File: src/rtl/result_writeback.sv
// rtl/result_writeback.sv - collects skewed MAC lane results, requantizes, packs and writes words to BRAM
// Optional feature macro: RESULT_WB_RELU_EN (clamp negative lanes to zero before shift/saturate)
module result_writeback #(
    parameter int ACC_W     = 16,
    parameter int N_MACS    = 4,
    parameter int OUT_W     = 8,
    parameter int SHIFT     = 0,
    parameter int MEM_DEPTH = 256,
    localparam int AW       = $clog2(MEM_DEPTH)
) (
    input  logic                      clk,
    input  logic                      rst,
    input  logic                      start,
    input  logic [AW-1:0]             base_addr,
    input  logic [AW:0]               num_words,
    input  logic signed [ACC_W-1:0]   acc_in_0,
    input  logic signed [ACC_W-1:0]   acc_in_1,
    input  logic signed [ACC_W-1:0]   acc_in_2,
    input  logic signed [ACC_W-1:0]   acc_in_3,
    input  logic [N_MACS-1:0]         valid_in,
    output logic [AW-1:0]             out_bram_addr,
    output logic                      out_bram_en,
    output logic                      out_bram_we,
    output logic [N_MACS*ACC_W-1:0]   out_bram_din,
    output logic                      busy,
    output logic                      done,
    output logic                      collision
);

    localparam int SAT_MAX = (1 << (OUT_W - 1)) - 1;
    localparam int SAT_MIN = -(1 << (OUT_W - 1));

    typedef enum logic [1:0] {IDLE, COLLECT, FINISH} state_t;

    state_t                   state_q, state_d;
    logic [AW-1:0]            base_q;
    logic [AW:0]              num_q;
    logic [AW:0]              word_idx_q;
    logic [N_MACS-1:0]        mask_q;
    logic signed [ACC_W-1:0]  lane_q [N_MACS];
    logic signed [ACC_W-1:0]  acc_vec [N_MACS];
    logic [N_MACS*ACC_W-1:0]  din_next;
    logic [AW-1:0]            addr_next;
    logic [AW:0]              addr_sum;
    logic                     word_complete;
    logic                     last_word;

    // Requantize one lane: optional ReLU, arithmetic shift, saturate, sign-extend.
    function automatic logic [ACC_W-1:0] process_lane(input logic signed [ACC_W-1:0] v);
        logic signed [ACC_W-1:0] r;
        logic signed [ACC_W-1:0] s;
        int                      si;
        r = v;
`ifdef RESULT_WB_RELU_EN
        if (v[ACC_W-1]) r = '0;
`endif
        s  = r >>> SHIFT;
        si = int'(s);
        if (si > SAT_MAX)      si = SAT_MAX;
        else if (si < SAT_MIN) si = SAT_MIN;
        return ACC_W'(si);
    endfunction

    assign acc_vec[0] = acc_in_0;
    assign acc_vec[1] = acc_in_1;
    assign acc_vec[2] = acc_in_2;
    assign acc_vec[3] = acc_in_3;

    assign out_bram_we = out_bram_en;

    // Word completion, merged lane packing and wrapped write address.
    always_comb begin
        word_complete = (state_q == COLLECT) && ((mask_q | valid_in) == {N_MACS{1'b1}});
        last_word     = (word_idx_q + 1'b1) == num_q;
        din_next      = '0;
        for (int i = 0; i < N_MACS; i++) begin
            din_next[i*ACC_W +: ACC_W] = process_lane(mask_q[i] ? lane_q[i] : acc_vec[i]);
        end
        // Sum fits in AW+1 bits; one conditional subtract gives the modulo for any depth.
        addr_sum = {1'b0, base_q} + {1'b0, word_idx_q[AW-1:0]};
        if (addr_sum >= (AW+1)'(MEM_DEPTH)) addr_sum = addr_sum - (AW+1)'(MEM_DEPTH);
        addr_next = addr_sum[AW-1:0];
    end

    // State register.
    always_ff @(posedge clk) begin
        if (rst) state_q <= IDLE;
        else     state_q <= state_d;
    end

    // Next-state logic.
    always_comb begin
        state_d = state_q;
        case (state_q)
            IDLE:    if (start) state_d = (num_words == '0) ? FINISH : COLLECT;
            COLLECT: if (word_complete && last_word) state_d = FINISH;
            FINISH:  state_d = IDLE;
            default: state_d = IDLE;
        endcase
    end

    // Lane capture, collision tracking, write strobe and status outputs.
    always_ff @(posedge clk) begin
        if (rst) begin
            base_q        <= '0;
            num_q         <= '0;
            word_idx_q    <= '0;
            mask_q        <= '0;
            out_bram_en   <= 1'b0;
            out_bram_addr <= '0;
            out_bram_din  <= '0;
            busy          <= 1'b0;
            done          <= 1'b0;
            collision     <= 1'b0;
            for (int i = 0; i < N_MACS; i++) lane_q[i] <= '0;
        end else begin
            out_bram_en <= 1'b0;
            done        <= 1'b0;
            case (state_q)
                IDLE: begin
                    if (start) begin
                        base_q     <= base_addr;
                        num_q      <= num_words;
                        word_idx_q <= '0;
                        mask_q     <= '0;
                        collision  <= 1'b0;
                        busy       <= 1'b1;
                    end
                end
                COLLECT: begin
                    // A valid on an already-filled lane is dropped and flagged.
                    if ((valid_in & mask_q) != '0) collision <= 1'b1;
                    if (word_complete) begin
                        out_bram_en   <= 1'b1;
                        out_bram_addr <= addr_next;
                        out_bram_din  <= din_next;
                        mask_q        <= '0;
                        word_idx_q    <= word_idx_q + 1'b1;
                    end else begin
                        for (int i = 0; i < N_MACS; i++) begin
                            if (valid_in[i] && !mask_q[i]) begin
                                lane_q[i] <= acc_vec[i];
                                mask_q[i] <= 1'b1;
                            end
                        end
                    end
                end
                FINISH: begin
                    busy <= 1'b0;
                    done <= 1'b1;
                end
                default: ;
            endcase
        end
    end

endmodule

File: config.mk
export PLATFORM = sky130hd
export DESIGN_NAME = result_writeback
export DESIGN_NICKNAME = d
export VERILOG_FILES = /design/src/rtl/result_writeback.sv
export SDC_FILE = /design/constraint.sdc
export NUM_CORES = 1
export LEC_CHECK = 0
export CORE_ASPECT_RATIO = 0.8
export CORE_MARGIN = 4
export CORE_UTILIZATION = 52
export DETAILED_ROUTE_END_ITERATION = 6
export PLACE_DENSITY = 0.87
export SYNTH_ARGS = -nofsm -noshare
export SYNTH_HDL_FRONTEND = slang
export SYNTH_SLANG_ARGS = --single-unit
File: constraint.sdc
create_clock -name clk -period 2.6 [get_ports clk]
set_clock_uncertainty 0.05 [all_clocks]
set_input_delay 0.52 -clock clk [delete_from_list [all_inputs] [get_ports clk]]
set_output_delay 0.52 -clock clk [all_outputs]
set_load 0.005 [all_outputs]
## Word level (Yosys, flattened, before mapping)

Memory sizes are Yosys's and may differ from the RTL's.
Index checks and enable logic that the tools add are counted.

- Register bits: 108
- Bits in writable memories: 64
- Input port bits: 88
- Output and inout bits: 77
- Word-level logic and storage cells: 132
- Memories: 1

- $add $sub $neg: 3
- $lt $le $gt $ge: 9
- Equal/unequal tests: 12
- Mux-type cells: 60
- Bitwise gates (word level): 7
- Reduce and logical (&&, ||, !) cells: 26

Memory list:

| memory | words | bits a word | read ports | clocked after Yosys merged registers in | write ports | line | source |
|---|---|---|---|---|---|---|---|
| lane_q | 4 | 16 | 4 | 0 | 4 | 40 | `logic signed [ACC_W-1:0] lane_q [N_MACS];` |

Operators by type and width:

| operator | number |
|---|---|
| 16-bit two-way mux | 16 |
| 16-bit by 8-bit > comparator with 1-bit output (second input constant) | 4 |
| 16-bit by 8-bit < comparator with 1-bit output (second input constant) | 4 |
| 1-bit two-way mux | 31 |
| 9-bit two-way mux | 2 |
| 9-bit case mux with 2 select lines | 1 |
| 3-bit AND reduction | 6 |
| 3-bit by 2-bit != test with 1-bit output (second input constant) | 4 |
| 8-bit by 8-bit adder with 9-bit output | 1 |
| 9-bit by 1-bit adder with 9-bit output (second input constant) | 1 |
| 9-bit equality test | 1 |
| 9-bit >= comparator (second input constant) | 1 |
| 9-bit logical NOT | 1 |
| 4-bit two-way mux | 2 |
| 8-bit two-way mux | 1 |
| 4-bit case mux with 2 select lines | 1 |
| 2-bit AND reduction | 4 |
| 8-bit by 1-bit subtractor with 8-bit output (second input constant) | 1 |
| 1-bit logical AND | 6 |
| 2-bit two-way mux | 3 |
| 4-bit bitwise AND | 1 |
| 4-bit equality test (second input constant) | 1 |
| 1-bit logical NOT | 4 |
| 2-bit by 1-bit != test with 1-bit output (second input constant) | 2 |
| 12 further kinds | 18 |

## Depth between registers and ports, before layout

Gate-level depths: netlist of the first run.

- Word-level depth: 8
- Gate-level depth with buffers: 11

## Least setup slack after synthesis of the first run

No wires, ideal clock.

- Kind: register -> register
- Start: reg mask_q[3]
- End: reg out_bram_din[60]
- Data arrival time: 2188 ps
- Data required time: 2480 ps
- Path slack: 291 ps
- Stages on the path, launching flop included: 12
- Period minus slack after synthesis: 2309 ps
- Cell sequence: dfxtp_1 buf_4 buf_6 buf_2 mux2i_1 nor4_1 nand3_1 ha_1 clkbuf_1 nand2b_1 nand3_1 a21oi_1

- Cells in the longest elaborated chain, start to end: 4
- Elaborated cells on any way between the ends: 9

RTL lines:

| element | line | source |
|---|---|---|
| start, declared | 39 | `logic [N_MACS-1:0] mask_q;` |
| start signal, assigned | 108 | `mask_q <= '0;` |
| start signal, assigned | 125 | `mask_q <= '0;` |
| start signal, assigned | 137 | `mask_q <= '0;` |
| 16-bit two-way mux or 4-bit bitwise OR (tied branches) | 77, 73 |  |
| 16-bit by 8-bit < comparator with 1-bit output or 4-bit equality test (tied branches) | 60, 73 |  |
| 16-bit two-way mux or 1-bit logical AND (tied branches) | 60, 73 |  |
| 16-bit two-way mux or 2-bit AND reduction (tied branches) | n/a |  |
| end signal, assigned | 136 | `out_bram_din <= din_next;` |
| end, declared | 24 | `output logic [N_MACS*ACC_W-1:0] out_bram_din,` |

Several ways; a longest one is shown, not always the timed one.
A chain may end at the register's enable or synchronous reset.

## Final worst setup path of the first run

- Start: reg mask_q[3]
- End: reg out_bram_din[50]

Same word-level chain as after synthesis.

==> summary.txt, run 1 <==
Outcome -> complete, no violations
Post-Synth Simple-Gate Area -> 20.7%
CTS tree -> done
Max-slew violations -> 0
Endpoints failing hold -> 0
Worst slew pin tran -> 0.545 ns
Total GRT Usage -> 22.9%
Ys async rst share -> 0%
Initial DRT Pass Iterations -> 5
RSZ-0062 raised after global routing -> no
Post-CTS Resized -> 0
# DRC -> 0
Fin crit period -> 2.36 ns
Placer Congestion -> 0.872
Largest net degree at the start of global routing -> 50
Inserted Diodes -> 0
Final worst setup slack -> 0.238 ns
Post-Synthesis Cells -> 856
Fin crit share -> 90.9%
Final setup fails -> 0
Post-route insts no fill -> 1243
DP HPWL -> 14700 µm
Main combinational cell family by area after synthesis -> simple AND/OR/NAND/NOR gates
Via count -> 6809
Via density -> 5.48
Drt total wl -> 20700 µm
Compound-cell area share of the yosys netlist -> 13.8%
Final net count -> 1116
Initial drt markers -> 437
Ys Warns -> 0
Reg2reg setup slack -> 0.24 ns
Core Box Area -> 15800 µm²
DIE HEIGHT -> 122 µm
Synthesis-to-layout area growth -> 29.2%
Seq/Total Area, Yosys -> 48.5%
Htree depth -> 4
Post-synth EDFFs -> 64
Worst vdd ir -> 0.419 mV
Commonest cells post-synth -> dfxtp_1, nand2_1, a21oi_1
Initial Utilization -> 53.3%
Die Wd -> 150 µm
GRT met1 Usage -> 30.5%
Hold-fix buffers, CTS -> 0
Met2 usage -> 37.5%
Max Cap Viol -> 0
Initial antenna violation count -> 0
Grt total ovfl -> 0
Worst R2R Path Depth -> 8
Post-DRT Antenna Nets -> 0
Syn Nets -> 957
Worst-path clk slew -> 0.07 ns
Clk Latency, worst-skew pair -> 0.42 ns
Port-buffer cells -> 164
First-pass GRT wire length -> 33500 µm
Synth Area in XOR/XNOR -> 1.98%
Met3 Use GR -> 6.06%
Relative slew slack -> 63.3%
Seq cells post-synth -> 172
Top Usage Layer GRT -> met2
Kind of critical path -> flop to flop
Root buf cell -> clkbuf_16
Vias in the first global route -> 6747
# IOs -> 165
Fmax -> 423 MHz
Dpl ws -> -0.0706 ns
Pwr Density -> 591 nW/µm²
Count leader, synth -> dfxtp_1
Placed insts -> 1211
Num CTS Buffers -> 17
CP Max Fanout -> 24
Hold Crit Class -> flop to flop
Post-Synth Adder-Cell Area -> 2.02%
Post-synthesis mux area share -> 8.30%
Data required, critical path -> 2.89 ns
Ys flop type -> dfxtp_1
Die ar. -> 18300 µm²
Critical Path Source Type -> flop
Wire per inst -> 16.6 µm
Clock sinks -> 172
Synth top area cells -> dfxtp_1, edfxtp_1, mux2i_1, and2_1, a21oi_1
Pleak -> 0.00385 µW
Leading area contributor after synthesis -> dfxtp_1
Cell Rows -> 41
Layout cells sized above 1 -> 8.66%
Post-synth top area share -> 25.7%
Endpoint type of the worst setup path -> flop
Post-CTS Setup Repair Bufs -> 0
Cell variety after synth -> 51
Syn avg cell area -> 9.83 µm²
Syn Std Cell Area -> 8410 µm²
Critical Path AT -> 2.65 ns
Worst hold stages -> 2
Worst-case clock buffer depth -> 2
[path summary, 6_finish.rpt]
path               startpoint          endpoint
max                 mask_q[3]  out_bram_din[50]
min          out_bram_din[10]  out_bram_din[10]
max reg2reg         mask_q[3]  out_bram_din[50]
min reg2reg  out_bram_din[10]  out_bram_din[10]
[layout by cell type (no fill, tap or decap), drive strengths merged, types with 3 or more instances in the layout]
master         count
o211ai            34
buf               36
a21oi             77
xnor2             11
o31ai              4
a22oi             10
nor4              10
nor3              21
and3               4
nand2b            33
o21ai             37
o21bai             5
a31oi              3
bufinv             3
nor2              73
clkinv             6
and2              66
mux2               6
nand2             81
xor2               8
edfxtp            64
clkinvlp           3
a21o               3
mux2i             58
clkbuf            17
dfxtp            108
nor2b              4
ha                12
inv                9
nor3b              3
clkdlybuf4s50    163
nand3b             6
nand3             31
a211oi             4
[registers in the layout, summed over array words and instances (netlist names), 2 cells and up]
register	flops
word_idx_q	9
mask_q	4
base_q	8
num_q	9
state_q	2
lane_q	64
out_bram_din	64
out_bram_addr	8
[layout make-up]
| class | instances | area [µm²] |
|---|---|---|
| Clock buffer | 17 | 425 |
| Clock inverter | 15 | 169 |
| Fill cell | 1229 | 4930 |
| Inverter | 6 | 22.5 |
| Multi-Input combinational cell | 619 | 3950 |
| Sequential cell | 172 | 4080 |
| Tap cell | 215 | 269 |
| Timing Repair Buffer | 199 | 1950 |
[cell families after synthesis]
kind of cell,count (synthesis)
buffers and inverters,65
and+or+nand+nor,339
xor gates and xnor gates,19
DFF,172
AOI/OAI and AO/OA,184
muxes,64
adders and majority gates,13
[report_power, final]
part	leakage (µW)	switching, µW	internal, µW
registers	0.00155	65.4	2920
clock network	0.000283	1060	1510
logic	0.00202	453	416
total	0.00385	1580	4850
[worst max-delay path, stage by stage (launching register included)]
cell and delay [ns]:
dfxtp_1 0.31, buf_4 0.33, mux2i_1 0.18, nor4_1 0.33, nand3_1 0.12, ha_1 0.45
o211ai_1 0.23, o21ai_0 0.10, nor2_1 0.16
[layer usage]
metal | vias to the layer above | share of wire, %
met3 | 24 | 7.6
met2 | 238 | 47
met5 | - | 0
li1 | 3344 | -
met1 | 3203 | 44
met4 | 0 | 1.2
[stage by stage]
step / cell area (µm²) / hold WS (ns) / power [µW] / TNS [ns] / utilization [%]
floorplan: 8410 / 0.391 / 3550 / 0 / -
global placement: 10300 / 0.389 / 3880 / 0 / 65.0
detailed placement: 10300 / 0.392 / 3910 / -0.432 / 65.0
CTS: 10900 / 0.402 / 6470 / 0 / 68.8
global route: 10900 / 0.417 / 6660 / 0 / 68.8
finish: 10900 / 0.399 / 6430 / 0 / 68.8
Power figures use the tool's default switching activity.
==> run 2, diff against run 1 <==
- CAP_MARGIN: not set -> 20
==> results of run 2 <==
No change in the layout: final DEF, timing and power equal those of run 1.
